### config.mk
export PLATFORM = sky130hd
export DESIGN_NAME = router_reg_p
export DESIGN_NICKNAME = d
export VERILOG_FILES = /design/src/rtl/router_pkg.sv /design/src/rtl/router_chk.sv /design/src/rtl/router_reg_p.sv
export SDC_FILE = /design/constraint.sdc
export NUM_CORES = 1
export LEC_CHECK = 0
export BUFFER_PORTS_ARGS = -buffer_cell sky130_fd_sc_hd__buf_2
export CORE_MARGIN = 3
export CORE_UTILIZATION = 30
export DETAILED_ROUTE_END_ITERATION = 16
export PLACE_DENSITY = 0.55
export SLEW_MARGIN = 20
export SYNTH_ARGS = -nofsm -noshare
export SYNTH_HDL_FRONTEND = slang
export SYNTH_SLANG_ARGS = --single-unit
### constraint.sdc
create_clock -name clock -period 1.5 [get_ports clock]
set_clock_uncertainty 0.1 [all_clocks]
set_input_delay 0.225 -clock clock [delete_from_list [all_inputs] [get_ports clock]]
set_output_delay 0.225 -clock clock [all_outputs]
set_load 0.03 [all_outputs]
### src/rtl/router_pkg.sv
// router_pkg: shared types and constants for the router register block.
//   phase_e    - packet phase tracked by router_reg_p
//   CHK_XOR/CRC - check engine mode selectors
//   DEF_*      - default byte and address field widths
package router_pkg;
    typedef enum logic [2:0] {PH_IDLE, PH_HDR, PH_PAY, PH_CHK, PH_DONE} phase_e;
    localparam int CHK_XOR    = 0;
    localparam int CHK_CRC    = 1;
    localparam int DEF_DATA_W = 8;
    localparam int DEF_ADDR_W = 2;
endpackage

### src/rtl/router_chk.sv
// router_chk: running packet check, XOR parity or MSB-first bytewise CRC.
//   clock, resetn - rising-edge clock, async active-low reset
//   clr           - restart the check at zero (wins over en)
//   en, byte_in   - fold byte_in into the running check
//   chk           - current check value
module router_chk
    import router_pkg::*;
#(
    parameter int                DATA_W   = DEF_DATA_W,
    parameter int                CHK_MODE = CHK_XOR,
    parameter logic [DATA_W-1:0] CRC_POLY = DATA_W'(8'h07)
) (
    input  logic              clock,
    input  logic              resetn,
    input  logic              clr,
    input  logic              en,
    input  logic [DATA_W-1:0] byte_in,
    output logic [DATA_W-1:0] chk
);
    logic [DATA_W-1:0] chk_q, chk_d;

    function automatic logic [DATA_W-1:0] fold(input logic [DATA_W-1:0] c, input logic [DATA_W-1:0] b);
        logic [DATA_W-1:0] r;
        r = c ^ b;
        if (CHK_MODE == CHK_CRC)
            for (int i = 0; i < DATA_W; i++)
                r = r[DATA_W-1] ? (r << 1) ^ CRC_POLY : r << 1;
        return r;
    endfunction

    always_comb chk_d = clr ? '0 : en ? fold(chk_q, byte_in) : chk_q;

    always_ff @(posedge clock or negedge resetn)
        if (!resetn) chk_q <= '0;
        else         chk_q <= chk_d;

    assign chk = chk_q;
endmodule

### src/rtl/router_reg_p.sv
// router_reg_p: router datapath register block - header latch, FIFO byte
// staging, packet check and length verification.
//   clock, resetn      - rising-edge clock, async active-low reset
//   pkt_valid, data_in - incoming packet byte
//   fifo_full          - downstream FIFO cannot accept a byte
//   detect_add, lfd_state, ld_state, laf_state, full_state - FSM strobes
//   rst_int_reg        - clears low_packet_valid
//   dout               - byte to FIFO (one cycle latency)
//   err, len_err       - check / payload length mismatch of last packet
//   parity_done, low_packet_valid, hdr_len - packet status and length field
module router_reg_p
    import router_pkg::*;
#(
    parameter int                DATA_W   = DEF_DATA_W,
    parameter int                ADDR_W   = DEF_ADDR_W,
    parameter int                CHK_MODE = CHK_XOR,
    parameter logic [DATA_W-1:0] CRC_POLY = DATA_W'(8'h07)
) (
    input  logic                     clock,
    input  logic                     resetn,
    input  logic                     pkt_valid,
    input  logic [DATA_W-1:0]        data_in,
    input  logic                     fifo_full,
    input  logic                     detect_add,
    input  logic                     lfd_state,
    input  logic                     ld_state,
    input  logic                     laf_state,
    input  logic                     full_state,
    input  logic                     rst_int_reg,
    output logic [DATA_W-1:0]        dout,
    output logic                     err,
    output logic                     len_err,
    output logic                     parity_done,
    output logic                     low_packet_valid,
    output logic [DATA_W-ADDR_W-1:0] hdr_len
);
    localparam int LEN_W = DATA_W - ADDR_W;

    phase_e              phase_q, phase_d;
    logic [DATA_W-1:0]   dout_q, dout_d, hold_hdr_q, hold_hdr_d, full_byte_q, full_byte_d;
    logic [DATA_W-1:0]   received_q, received_d, chk;
    logic [LEN_W-1:0]    count_q, count_d;
    logic                err_q, err_d, len_err_q, len_err_d, pd_q, pd_d, pd_prev_q, lpv_q, lpv_d;
    logic                hdr_go, fold_pay, chk_end, pd_rise;

    router_chk #(.DATA_W(DATA_W), .CHK_MODE(CHK_MODE), .CRC_POLY(CRC_POLY)) u_chk (
        .clock  (clock),
        .resetn (resetn),
        .clr    (detect_add),
        .en     (lfd_state | fold_pay),
        .byte_in(lfd_state ? hold_hdr_q : data_in),
        .chk    (chk)
    );

    always_comb begin
        hdr_go      = detect_add & pkt_valid;
        fold_pay    = ld_state & pkt_valid & !full_state;
        chk_end     = ld_state & !pkt_valid;
        // err/len_err sample the finished check one cycle after parity_done rises
        pd_rise     = pd_q & !pd_prev_q;
        hold_hdr_d  = hdr_go ? data_in : hold_hdr_q;
        dout_d      = lfd_state ? hold_hdr_q : (ld_state & !fifo_full) ? data_in : laf_state ? full_byte_q : dout_q;
        // a byte refused by a full FIFO is parked here and replayed in laf_state
        full_byte_d = (ld_state & fifo_full) ? data_in : full_byte_q;
        received_d  = chk_end ? data_in : received_q;
        count_d     = detect_add ? '0 : (fold_pay && count_q != '1) ? count_q + 1'b1 : count_q;
        pd_d        = detect_add ? 1'b0 : ((chk_end & !fifo_full) | (laf_state & lpv_q & !pd_q)) ? 1'b1 : pd_q;
        lpv_d       = rst_int_reg ? 1'b0 : chk_end ? 1'b1 : lpv_q;
        err_d       = detect_add ? 1'b0 : pd_rise ? (chk != received_q) : err_q;
        len_err_d   = detect_add ? 1'b0 : pd_rise ? (count_q != hdr_len) : len_err_q;
        phase_d     = hdr_go                            ? PH_HDR  :
                      (phase_q == PH_HDR  && lfd_state)  ? PH_PAY  :
                      (phase_q == PH_PAY  && chk_end)    ? PH_CHK  :
                      (phase_q == PH_CHK  && pd_q)       ? PH_DONE :
                      detect_add                         ? PH_IDLE : phase_q;
    end

    always_ff @(posedge clock or negedge resetn)
        if (!resetn) begin
            phase_q     <= PH_IDLE;
            dout_q      <= '0;
            hold_hdr_q  <= '0;
            full_byte_q <= '0;
            received_q  <= '0;
            count_q     <= '0;
            err_q       <= 1'b0;
            len_err_q   <= 1'b0;
            pd_q        <= 1'b0;
            pd_prev_q   <= 1'b0;
            lpv_q       <= 1'b0;
        end else begin
            phase_q     <= phase_d;
            dout_q      <= dout_d;
            hold_hdr_q  <= hold_hdr_d;
            full_byte_q <= full_byte_d;
            received_q  <= received_d;
            count_q     <= count_d;
            err_q       <= err_d;
            len_err_q   <= len_err_d;
            pd_q        <= pd_d;
            pd_prev_q   <= pd_q;
            lpv_q       <= lpv_d;
        end

    assign dout             = dout_q;
    assign err              = err_q;
    assign len_err          = len_err_q;
    assign parity_done      = pd_q;
    assign low_packet_valid = lpv_q;
    assign hdr_len          = hold_hdr_q[DATA_W-1:ADDR_W];
endmodule
# After elaboration in Yosys (flattened, before gate mapping)

Cells that the tools add are included.

$add $sub $neg: 1
Equal/unequal tests: 3
Muxes and demuxes: 16
Bitwise logic cells: 13
Reductions and logical operators: 12

Operator list:

| operator              | count |
|---|---|
| $mux W8               | 6 |
| $mux W6               | 2 |
| $and A1 B1 Y1         | 10 |
| $reduce_bool A2 Y1    | 5 |
| $mux W1               | 8 |
| $ne A8 B8 Y1          | 1 |
| $xor A8 B8 Y8         | 1 |
| $add A6 B1 Y6 const B | 1 |
| $ne A6 B6 Y1          | 1 |
| $ne A6 B6 Y1 const B  | 1 |
| $logic_not A1 Y1      | 5 |
| $reduce_bool A3 Y1    | 1 |
| $or A1 B1 Y1          | 2 |
| $logic_and A1 B1 Y1   | 1 |

Register bits: 51
Input bits: 18
Output and inout bits: 18
Logic and storage cells: 56

# Depth between registers and ports, before layout

Word-level depth: 6
Mapped depth: 6
Depth with buffers taken out: 5

# Modules after synthesis

A second synthesis with hierarchy kept.

Cell total of the unflattened synthesis: 267
Area total of the unflattened synthesis: 2537.4 um^2

By module, submodules not included:

| module       | instances | cells each | area each (um^2) | seq. area each (um^2) |
|---|---|---|---|---|
| router_reg_p | 1         | 232        | 2127.0           | 1076.0 |
| router_chk   | 1         | 35         | 410.4            | 200.2 |

# Least setup slack after synthesis

OpenSTA, ideal clock, no wires.

Path type: register to register
Start point: register count_q[0]
End point: register count_q[1]
Library setup time: 0.120 ns
Arrival time: 1.280 ns
Data required time: 1.280 ns
Slack: 0.000 ns
Stages on the path, launching flop included: 6
Buffers on the path: 0
Clock period less this slack: 1.500 ns
Cells stage by stage: dfrtp_1 > ha_1 > nand3_1 > o21ai_0 > mux2i_1 > nor2_1

Longest elaborated chain between the ends: 3
Elaborated cells between the ends (all ways): 6
Those cells by class: add/sub (1); eq/ne (1); mux (2); reduce/logical (2)

RTL lines:

| item                                           | RTL line           | source |
|---|---|---|
| from (decl)                                    | router_reg_p.sv:42 | `logic [LEN_W-1:0] count_q, count_d;` |
| from (signal assigned)                         | router_reg_p.sv:97 | `count_q <= count_d;` |
| $add A6 B1 Y6 or $ne A6 B6 Y1 (tied branches)  | router_reg_p.sv:66 | `count_d = detect_add ? '0 : (fold_pay && count_q != '1) ? count_q + 1'b1 : count_q;` |
| $mux W6 or $logic_and A1 B1 Y1 (tied branches) | router_reg_p.sv:66 |  |
| $mux W6 or $reduce_bool A2 Y1 (tied branches)  | n/a                |  |

Parallel ways exist; a longest one is shown, timed or not. The select of a mux whose other input is x is not followed.
A chain may end at the register's enable or synchronous reset.

# Final worst setup path

Start point: register count_q[1]
End point: register count_q[2]

The elaborated chain is that of the path after synthesis.

==> impl_metrics.csv <==
group,metric,value,unit
timing,setup_viol,0,
flow_run,maxCapViolCount,0,
grt,grt-ovfl-total,0,
timing,fin_crit,1.40,ns
logic_synthesis,seq_area_frac_synth,0.522,
logic_synthesis,syn_inst,219,
finish,antennaDiodeCount,0,
routing,drt_iter0_markers,40,
timing,tightest_slew,0.434,ns
clocking,clk_pin_slew,0.10,ns
setup_path,path_class,"flip-flop to flip-flop",
logic_synthesis,ys.flop_type,"dfrtp_1",
power_and_ir_drop,powerDensity,1180,nW/um2
floorplanning,die_area,9260,um2
grt,grt_pass1_vias,1793,
setup_path,critPathMaxStageDelay,0.37,ns
floorplanning,num_rows,32,
floorplanning,initial_core_util,0.313,
timing,relSlewSlack,0.711,
clocking,cts_setup_buffers,0,
setup_path,cp_data_arrival_time,1.51,ns
timing,slew_viol_final,0,
logic_synthesis,async_flop_share,1.00,
routing,drc_errors,0,
routing,ant_nets,0,
floorplanning,die_y,96.3,um
power_and_ir_drop,swShare,0.288,
setup_path,critPathLaunchType,"flip-flop",
setup_path,crit_chain,"ha_2, nand3_2, o211ai_1, xor2_1, nor2_1",
power_and_ir_drop,p_int,2520,uW
placement,gp_congestion,0.751,
floorplanning,core_area,7810,um2
clocking,clock_sinks,51,
logic_synthesis,synth.avg_cell_area,11.2,um2
power_and_ir_drop,seqPwrFrac,0.473,
clocking,cts_tree,"done",
timing,fin_tns_setup,0,ns
logic_synthesis,ys_ff_latch,51,
power_and_ir_drop,power_leakage,0.00141,uW
clocking,numCtsBuffers,5,
setup_path,worst-path-max-fanout,5,
clocking,root_buffer,"clkbuf_8",
routing,dr.pass1.iters,4,
placement,place_hpwl,4.30,mm
grt,antenna_found_initial,0,
setup_path,endpoint_kind,"flip-flop",
routing,post_drt_wl_per_cell,16.3,um
finish,nNetsFinal,283,
clocking,insertion_delay,0.31,ns
floorplanning,io_pins,36,
logic_synthesis,synth_edf_count,0,
power_and_ir_drop,finalPower,3540,uW
run_status,status,"completed",
finish,layout-drive-gt1-share,0.328,
routing,wl,5.97,mm
floorplanning,fp.dieW,96.3,um
power_and_ir_drop,vdd_drop_max,442,uV
grt,grt_usage,0.138,
timing,finalHoldViolCount,0,
grt,grt_max_degree,25,
timing,fmax,0.712,GHz
setup_path,crit_buf_inv,0,
power_and_ir_drop,p_comb_frac,0.201,
routing,post_drt_via_cell_ratio,4.70,
timing,fin_crit_sh,0.936,
placement,port_buffers,35,
power_and_ir_drop,power_switching,1020,uW
logic_synthesis,synth.distinct_cells,34,
finish,area_growth,22.3,%
min_path,hp-class,"input pin to flip-flop",
routing,vias,1724,
timing,grt_setup_unrepaired,"no",
grt,grt_first_pass_wirelength,9.45,mm
logic_synthesis,synth_warnings,0,
setup_path,crit_family,"flip-flops",
power_and_ir_drop,pwr-share-clk,0.326,
clocking,htreeDepth,2,
setup_path,cp.required,1.61,ns
clocking,clock_path_buffers,2,
logic_synthesis,syn_nets,238,
placement,dp_cells,357,
finish,layoutNonFillerInstCount,367,
setup_path,slowest_stage,"dfrtp_1",
logic_synthesis,syn-cell-area,2440,um2
finish,fin_util,0.383,
-- sequential cells by signal (all words and copies together), names as in the netlist --
signal            count
full_byte_q           8
dout                  8
u_chk.chk             8
low_packet_valid      1
received_q            8
hold_hdr_q            8
len_err               1
count_q               6
err                   1
pd_prev_q             1
parity_done           1
-- final timing paths --
kind | from | cells past startpoint | end | slack (ns)
max reg2reg | count_q[1] | 5 | count_q[2] | 0.1
min in group asynchronous | resetn | 2 | parity_done | 0.28
max | count_q[1] | 5 | count_q[2] | 0.1
min | data_in[7] | 2 | hold_hdr_q[7] | 0.1
max in group asynchronous | resetn | 3 | len_err | 0.49
min reg2reg | parity_done | 0 | pd_prev_q | 0.33
-- placed cells by master, fill, tap and decap left out, types with 4 or more instances in the layout --
cell type and count:
nand2_1 12, clkbuf_8 5, inv_1 9, buf_2 35, dfrtp_1 51, mux2_2 24
xor2_1 21, a311o_1 8, xnor2_1 5, buf_4 11, a21boi_0 8, a21oi_1 9
nor2_1 34, buf_12 4
-- routing by layer --
metal,routed length [um],GRT usage
met5,0,0
met4,21,0.0249
met3,276,0.0407
met2,2810,0.220
met1,2860,0.188
-- power by group through the flow --
stage | clock network [uW] | logic [uW] | registers [uW]
floorplan | 0 | 431 | 1750
global placement | 0 | 711 | 1700
detailed placement | 0 | 715 | 1700
CTS | 1170 | 723 | 1680
global route | 1240 | 781 | 1700
finish | 1150 | 709 | 1670
-- kinds of logic after synthesis --
family          after synthesis  synth area share
compound gates               35             0.107
simple gates                 58             0.105
flops                        51             0.522
fa+ha+maj                     1           0.00512
mux                          25             0.115
xor+xnor                     26            0.0932
buf+inv                      23            0.0527
-- through the flow --
step | area (um2) | hold WS [ns] | setup slack [ns]
finish | 2990 | 0.0989 | 0.0957
global route | 2990 | 0.101 | 0.00553
CTS | 2970 | 0.0925 | 0.0345
detailed placement | 2810 | 0.0923 | 0.0402
global placement | 2810 | 0.0985 | 0.0761
floorplan | 2440 | -0.171 | 0.0864
-- area by class of cell --
cell class	count	area, um2
fill	790	4820
sequential	51	1280
multi-input combinational	145	1060
timing repair buffer	52	358
tap	102	128
clock buffer	5	68.8
clock inverter	3	67.6
inverter	9	33.8
-- repair_timing --
| action | CTS | global route |
|---|---|---|
| gates resized for setup | 0 | 4 |
| endpoints found under the hold margin | 17 | 0 |
| setup endpoints to repair | 0 | 5 |
| hold buffers | 2 | 0 |
-- Yosys cell counts, types with 2 or more instances --
cell type | count | area share
a211oi_1 | 2 | 0.0061
a21boi_0 | 8 | 0.025
a21oi_1 | 9 | 0.018
a311o_1 | 8 | 0.033
buf_2 | 4 | 0.0082
buf_4 | 6 | 0.018
buf_6 | 2 | 0.0092
clkbuf_1 | 2 | 0.0031
dfrtp_1 | 51 | 0.52
inv_1 | 9 | 0.014
mux2_2 | 24 | 0.11
nand2_1 | 12 | 0.018
nand2b_1 | 2 | 0.0051
nor2_1 | 34 | 0.052
nor4_1 | 2 | 0.0051
o211ai_1 | 2 | 0.0061
xnor2_1 | 5 | 0.018
xor2_1 | 21 | 0.075
-- worst reg2reg max path: cells and delay by family, from the launching register on --
| family | cells | cell delay [ns] |
|---|---|---|
| flip-flops | 1 | 0.37 |
| AO/OA/AOI/OAI | 1 | 0.25 |
| adder cells (fa/ha/maj) | 1 | 0.21 |
| AND/OR/NAND/NOR | 2 | 0.19 |
| XOR/XNOR | 1 | 0.18 |
Power figures use the tool's default switching activity.
